### src/rtl/chal_load_ctrl.sv
// Challenge scan sequencer: stages a host-written challenge, shifts it MSB-first into the
// external challenge register while capturing the old contents, then runs an eval window.
module chal_load_ctrl #(
  parameter int CHAL_BITS   = 128,
  parameter int DIV         = 1,
  parameter int EVAL_CYCLES = 16,
  parameter int AW          = 2
) (
  input  logic          clk,
  input  logic          rstn,
  input  logic          wr_en,
  input  logic [AW-1:0] wr_addr,
  input  logic [31:0]   wr_data,
  input  logic [AW-1:0] rd_addr,
  output logic [31:0]   rd_data,
  input  logic          start,
  output logic          busy,
  output logic          done,
  output logic          eval,
  output logic          chal_clk,
  output logic          chal_si,
  input  logic          chal_so
);

  localparam int WORDS = CHAL_BITS / 32;
  localparam int BCW   = $clog2(CHAL_BITS) + 1;
  localparam int DCW   = $clog2(DIV) + 1;
  localparam int ECW   = $clog2(EVAL_CYCLES) + 1;

  localparam logic [BCW-1:0] BIT_LAST  = BCW'(CHAL_BITS);
  localparam logic [DCW-1:0] DIV_LAST  = DCW'(DIV - 1);
  localparam logic [ECW-1:0] EVAL_LAST = ECW'(EVAL_CYCLES - 1);

  typedef enum logic [2:0] {IDLE, SHIFT_LO, SHIFT_HI, EVAL, DONE} state_t;

  state_t                 state_q, state_d;
  logic [DCW-1:0]         div_cnt_q, div_cnt_d;
  logic [BCW-1:0]         bit_cnt_q, bit_cnt_d;
  logic [ECW-1:0]         eval_cnt_q, eval_cnt_d;
  logic [CHAL_BITS-1:0]   staging_q, staging_d, staging_wr;
  logic [CHAL_BITS-1:0]   capture_q, capture_d;
  logic                   chal_clk_q, chal_clk_d;
  logic                   chal_si_q, chal_si_d;
  logic [31:0]            rd_words [2**AW];

  // Host writes only take effect while idle; the gate lives here so the FSM can use the result directly.
  for (genvar gi = 0; gi < WORDS; gi++) begin : g_stage_wr
    assign staging_wr[gi*32 +: 32] =
        (wr_en && state_q == IDLE && wr_addr == AW'(gi)) ? wr_data : staging_q[gi*32 +: 32];
  end

  for (genvar gi = 0; gi < 2**AW; gi++) begin : g_rd_words
    if (gi < WORDS) begin : g_used
      assign rd_words[gi] = capture_q[gi*32 +: 32];
    end else begin : g_pad
      assign rd_words[gi] = '0;
    end
  end

  assign rd_data  = rd_words[rd_addr];
  assign busy     = (state_q != IDLE);
  assign done     = (state_q == DONE);
  assign eval     = (state_q == EVAL);
  assign chal_clk = chal_clk_q;
  assign chal_si  = chal_si_q;

  always_comb begin
    state_d    = state_q;
    div_cnt_d  = div_cnt_q;
    bit_cnt_d  = bit_cnt_q;
    eval_cnt_d = eval_cnt_q;
    staging_d  = staging_q;
    capture_d  = capture_q;
    case (state_q)
      IDLE: begin
        staging_d = staging_wr;
        if (start) begin
          state_d   = SHIFT_LO;
          div_cnt_d = '0;
          bit_cnt_d = '0;
        end
      end
      SHIFT_LO: begin
        if (div_cnt_q == DIV_LAST) begin
          // chal_so still shows the bit ahead of the rising edge issued at this clock edge.
          capture_d = {capture_q[CHAL_BITS-2:0], chal_so};
          div_cnt_d = '0;
          state_d   = SHIFT_HI;
        end else begin
          div_cnt_d = div_cnt_q + 1'b1;
        end
      end
      SHIFT_HI: begin
        if (div_cnt_q == DIV_LAST) begin
          staging_d = {staging_q[CHAL_BITS-2:0], staging_q[CHAL_BITS-1]};
          bit_cnt_d = bit_cnt_q + 1'b1;
          div_cnt_d = '0;
          if (bit_cnt_d == BIT_LAST) begin
            state_d    = EVAL;
            eval_cnt_d = '0;
          end else begin
            state_d = SHIFT_LO;
          end
        end else begin
          div_cnt_d = div_cnt_q + 1'b1;
        end
      end
      EVAL: begin
        if (eval_cnt_q == EVAL_LAST) begin
          state_d = DONE;
        end else begin
          eval_cnt_d = eval_cnt_q + 1'b1;
        end
      end
      DONE:    state_d = IDLE;
      default: state_d = IDLE;
    endcase
    // Both scan outputs come from flops; chal_si only reloads on entry to the low phase.
    chal_clk_d = (state_d == SHIFT_HI);
    chal_si_d  = (state_d == SHIFT_LO) ? staging_d[CHAL_BITS-1] : chal_si_q;
  end

  always_ff @(posedge clk or negedge rstn) begin
    if (!rstn) begin
      state_q    <= IDLE;
      div_cnt_q  <= '0;
      bit_cnt_q  <= '0;
      eval_cnt_q <= '0;
      staging_q  <= '0;
      capture_q  <= '0;
      chal_clk_q <= 1'b0;
      chal_si_q  <= 1'b0;
    end else begin
      state_q    <= state_d;
      div_cnt_q  <= div_cnt_d;
      bit_cnt_q  <= bit_cnt_d;
      eval_cnt_q <= eval_cnt_d;
      staging_q  <= staging_d;
      capture_q  <= capture_d;
      chal_clk_q <= chal_clk_d;
      chal_si_q  <= chal_si_d;
    end
  end

endmodule

### config.mk
export PLATFORM = sky130hd
export DESIGN_NAME = chal_load_ctrl
export DESIGN_NICKNAME = d
export VERILOG_FILES = /design/src/rtl/chal_load_ctrl.sv
export SDC_FILE = /design/constraint.sdc
export NUM_CORES = 1
export LEC_CHECK = 0
export ABC_AREA = 1
export CAP_MARGIN = 20
export CORE_MARGIN = 2
export CORE_UTILIZATION = 48
export DETAILED_ROUTE_END_ITERATION = 10
export PLACE_DENSITY = 0.77
export SLEW_MARGIN = 20
export SYNTH_ARGS = -nofsm -noshare
export SYNTH_HDL_FRONTEND = slang
export SYNTH_SLANG_ARGS = --single-unit
export TNS_END_PERCENT = 50
### constraint.sdc
create_clock -name clk -period 5.38 [get_ports clk]
set_clock_uncertainty 0.15 [all_clocks]
set_input_delay 0.807 -clock clk [delete_from_list [all_inputs] [get_ports clk]]
set_output_delay 0.807 -clock clk [all_outputs]
set_load 0.005 [all_outputs]
# --- Yosys cells after proc, flatten, opt, wreduce, memory -nomap -nowiden ---
# Cells that the tools add are included.
# Widths: inputs -> output; s select.
totals:
  reg_bits: 275
  inputBits: 41
  output_inout_bits: 37
  wordCells: 82
classes:
  n_addsub: 3
  n_lt_le_gt_ge: 1
  n_eq_ne: 19
  mux: 25
  bitwise: 2
  reduce_logical: 20
ops:
  columns: ["operator", "n"]
  rows:
  - ["$pmux 128 s2", 1]
  - ["$mux 32", 6]
  - ["$mux 128", 1]
  - ["$bmux 32 s2", 1]
  - ["$mux 8", 2]
  - ["$pmux 8 s2", 1]
  - ["$mux 5", 3]
  - ["$reduce_and 3->1", 5]
  - ["$mux 3", 4]
  - ["$pmux 3 s4", 1]
  - ["$pmux 5 s2", 1]
  - ["$eq 3x2->1 const B", 3]
  - ["$add 8x1->8 const B", 1]
  - ["$eq 8x8->1 const B", 1]
  - ["$ne 2x1->1 const B", 4]
  - ["$ne 2x2->1 const B", 4]
  - ["$eq 3x1->1 const B", 2]
  - ["$reduce_bool 2->1", 3]
  - ["$add 5x1->5 const B", 1]
  - ["$eq 5x4->1 const B", 1]
  - ["$logic_and 1x1->1", 5]
  - ["$eq 2x2->1 const B", 2]
  - ["$reduce_and 2->1", 2]
  - ["$reduce_and 4->1", 1]
  - ["other kinds (13)", 14]

# --- Logic depth before layout (Yosys ltp) ---
depth:
  depth_word: 6
  depth_mapped: 10
  ltp_nobuf: 10

# --- Least setup slack after synthesis ---
# OpenSTA, ideal clock, no wires.
synth_path:
  kind: "input to output"
  from: "input port rd_addr[0]"
  to: "output port rd_data[10]"
  arrival_time_ps: 1722
  required_ps: 4423
  path_slack_ps: 2701
  stages: 6
  path_buffers: 3
  cell_sequence: "clkbuf_1 -> inv_1 -> buf_2 -> clkbuf_1 -> nor2_1 -> o22ai_1"
synth_between:
  elab_chain_cells: 4
synth_lines:
  columns: ["element", "line_no", "rtl"]
  rows:
  - ["start, declared", "14", "input logic [AW-1:0] rd_addr,"]
  - ["$not 2->3 (not written as such)", "60", "assign rd_data = rd_words[rd_addr];"]
  - ["$bmux 32 s2", "60", null]
  - ["$mux 32 (not written as such) (2 in series)", "60", null]
  - ["end, declared", "15", "output logic [31:0] rd_data,"]
# Every way passes these cells. The select of a mux whose other input is x is not followed.

# --- Worst setup path in the final report ---
layout_path:
  from: "input port rd_addr[1]"
  to: "output port rd_data[31]"
# The elaborated chain is that of the path after synthesis.

==> summary.md <==
* 1509 — post-synthesis instance total
* 74.7% — final clock period utilization by the worst path
* 28.8 mm — Routed Wire Length
* 164 µm — Die Y-Extent
* 3370 µW — Internal Dissipation
* 55.9% — area share of the largest cell type after synthesis
* 0 — global route total overflow
* 4.91% — fraction of layout instances using a drive strength above 1
* 28 — count of cell types in the netlist
* 1066 — detailed router's first-iteration violation count
* 0 — Resized Gates After CTS
* sky130_fd_sc_hd__dfrtp_1 — cell type with the highest aggregate area in the netlist
* in -> async — worst min-delay path class
* 0 — DRC Markers
* 9927 — number of global-route vias before repair
* 0 — number of antenna violations at the first check in global routing
* 0.289 mV — highest ir drop seen on vdd
* 60 ps — clock transition at the registers of the reported paths
* 30.1% — Relative slew margins
* 33 — worst-path fanout max
* 2400 ps — setup slack of the most critical reg-to-reg path
* 77 — count of port buffers added during placement
* 0 — Final Hold Vio Count
* 0.00684 µW — leakage component of the power
* 13200 µm² — cell area after placement
* 9 — depth of the most critical reg-to-reg path
* 3060 ps — worst endpoint data arrival time
* 78 — I/O pin count
* 4.4% — power share of the combinational group
* 25100 µm² — core area
* 55.9% — Seq/Total Area, Yosys
* 1845 — DP Cell Count
* 0 — number of post-CTS setup repair buffers
* 939 µW — switching power of the nets
* finished, final reports clean — result of the run
* 29 — total CTS buffers
* 0 — final setup violation count
* 56.7% — core utilization of the finished layout
* 5.38 — vias per cell
* 14200 µm² — summed area of non-filler cells in the final layout
* sky130_fd_sc_hd__dfrtp_1 56%, sky130_fd_sc_hd__nand2_1 21%, sky130_fd_sc_hd__o21ai_0 3.6% — Area contributors post-synth
* output port — endpoint type of the worst setup path
* 3 — maximum root-to-sink buffer count
* 0 — warning count from the yosys run
* 274 — TritonCTS sink count
* state_q[1] — worst r2r src
* 0 — number of nets with antenna violations after routing
* 4020 ps — time the final worst path needs with I/O delays and setup
* 15.2 µm — Wirelength per Cell
* 8.13 µm² — post-synthesis area per instance
* staging_q[55] — critical register-to-register path endpoint
* 1450 ps — worst setup slack before clock tree synthesis
* 138 — largest net degree at the start of global routing
* 0 — max capacitance violation total
* 47.4% — Clock power frac
* 1592 — final-stage net count
* 303 nW/µm² — power density of the placed cells
* 16.0% — synth-to-layout area growth
* 58 — number of placement rows
* 26800 µm² — die area
* 689 x sky130_fd_sc_hd__nand2_1, 274 x sky130_fd_sc_hd__dfrtp_1, 102 x sky130_fd_sc_hd__nor2_1, 89 x sky130_fd_sc_hd__o21ai_0, 75 x sky130_fd_sc_hd__clkdlybuf4s50_1 — most used cells in the layout excluding fill and tap cells
* 560 ps — source-to-sink clock delay at the later pin of the worst-skew pair
* 0.832 — final RePlAce weighted congestion
* 1553 — post-synthesis net count
* 48.8% — Initial Util
* sky130_fd_sc_hd__nand2_1 — most common cell after layout, fill and taps aside
* no — unrepaired setup endpoints after global routing
* in -> out — critical path class
* 21.8% — Sw Ratio
* 5 — first-pass detailed-route iteration total
* 1360 ps — post-route setup slack
* 164 µm — die boundary width
* 274 — register bit count reported by yosys
* 0 ps — setup total negative slack
* 21.8% — GRT Overall Usage
* 0 — number of buffers inserted for hold repair after clock tree synthesis
* primary input — Setup crit start kind
* 17.4 mm — HPWL after detailed placement
* 48.2% — Reg power frac
* 0 — number of slew-limit violations in the final report
* sky130_fd_sc_hd__clkbuf_16 — Clk Tree Root Cell
* 10214 — total vias in the final route
* 0 — final antenna diode count
* 1899 — number of standard cells in the layout, taps in and fillers out
* 0.249 GHz — highest clock rate
* done — TritonCTS clock tree
* 12300 µm² — netlist area before placement
* 48.5 mm — global-route wire length before repair
* 4420 ps — worst endpoint required time
* 1 — number of H-tree levels
* 1050 ps — measured slew at the worst slew-check pin
how the worst max path moves through the flow:
stage,from,end,slack (ps)
after floorplan,rd_addr[0],rd_data[10],2700
after global placement,rd_addr[1],rd_data[21],1590
after detailed placement,rd_addr[1],rd_data[31],1450
after CTS,rd_addr[1],rd_data[31],1440
after global routing,rd_addr[1],rd_data[11],1190
final,rd_addr[1],rd_data[31],1360
worst max-delay path: stages:
cell and delay (ps):
sky130_fd_sc_hd__clkdlybuf4s50_1 420, sky130_fd_sc_hd__inv_1 770, sky130_fd_sc_hd__o21ai_0 240, sky130_fd_sc_hd__o21ai_0 270, sky130_fd_sc_hd__clkdlybuf4s50_1 540
metrics by stage:
| stage | hold WS [ps] | power [µW] |
|---|---|---|
| finish | 16.6 | 4310 |
| global route | 35.7 | 4450 |
| CTS | 267 | 4340 |
| detailed placement | 315 | 2310 |
| global placement | 314 | 2300 |
| floorplan | 298 | 2180 |
power groups by stage:
stage	sequential [µW]	combinational (µW)	clock [µW]
floorplan	2110	62.2	0
global placement	2120	187	0
detailed placement	2120	190	0
CTS	2080	191	2070
global route	2080	214	2160
finish	2080	191	2040
state kept, by name (all words and copies together), names as in the netlist:
register / count
bit_cnt_q: 8
state_q: 3
chal_clk: 1
eval_cnt_q: 5
capture_q: 128
staging_q: 128
chal_si: 1
layout make-up:
| class | instances | area, µm² |
|---|---|---|
| Fill cell | 2222 | 10900 |
| Sequential cell | 274 | 6860 |
| Multi-Input combinational cell | 1072 | 4750 |
| Timing Repair Buffer | 93 | 940 |
| Clock buffer | 43 | 838 |
| Tap cell | 330 | 413 |
| Inverter | 78 | 294 |
| Clock inverter | 9 | 138 |
Yosys cell counts:
library cell / number
sky130_fd_sc_hd__a22oi_1: 33
sky130_fd_sc_hd__nor2_1: 105
sky130_fd_sc_hd__o221ai_1: 15
sky130_fd_sc_hd__xor2_1: 2
sky130_fd_sc_hd__o21ai_1: 1
sky130_fd_sc_hd__nand2_1: 689
sky130_fd_sc_hd__nand4_1: 2
sky130_fd_sc_hd__o22ai_1: 31
sky130_fd_sc_hd__o21ai_0: 89
sky130_fd_sc_hd__nand3_1: 57
sky130_fd_sc_hd__nand3_2: 1
sky130_fd_sc_hd__nor3_1: 1
sky130_fd_sc_hd__a21oi_1: 2
sky130_fd_sc_hd__nand3_4: 1
sky130_fd_sc_hd__nor2_4: 2
sky130_fd_sc_hd__buf_4: 4
sky130_fd_sc_hd__dfrtp_1: 274
sky130_fd_sc_hd__buf_2: 37
sky130_fd_sc_hd__nor3_4: 1
sky130_fd_sc_hd__nor3_2: 1
sky130_fd_sc_hd__inv_1: 74
sky130_fd_sc_hd__buf_6: 1
sky130_fd_sc_hd__ha_1: 3
sky130_fd_sc_hd__inv_2: 4
sky130_fd_sc_hd__a21oi_4: 1
sky130_fd_sc_hd__o211ai_1: 34
sky130_fd_sc_hd__o21bai_1: 1
sky130_fd_sc_hd__clkbuf_1: 43
cell families (layout without fill, tap and decap cells):
| kind of cell | after synthesis | in the layout | synth area share (%) |
|---|---|---|---|
| AOI/OAI and AO/OA | 207 | 207 | 10.7 |
| xor gates and xnor gates | 2 | 2 | 0.143 |
| adders and majority gates | 3 | 3 | 0.306 |
| buffers and inverters | 163 | 223 | 5.55 |
| DFF | 274 | 274 | 55.9 |
| and+or+nand+nor | 860 | 860 | 27.4 |
layer usage:
metal / up-vias / track usage (%) / routed length, µm
met5: - / 0 / 0
met4: 0 / 6.02 / 561
met3: 43 / 3.01 / 1650
met2: 306 / 37.0 / 14100
met1: 4960 / 29.6 / 12500
li1: 4905 / - / -
Note: power is estimated with default switching activity, not from simulation.
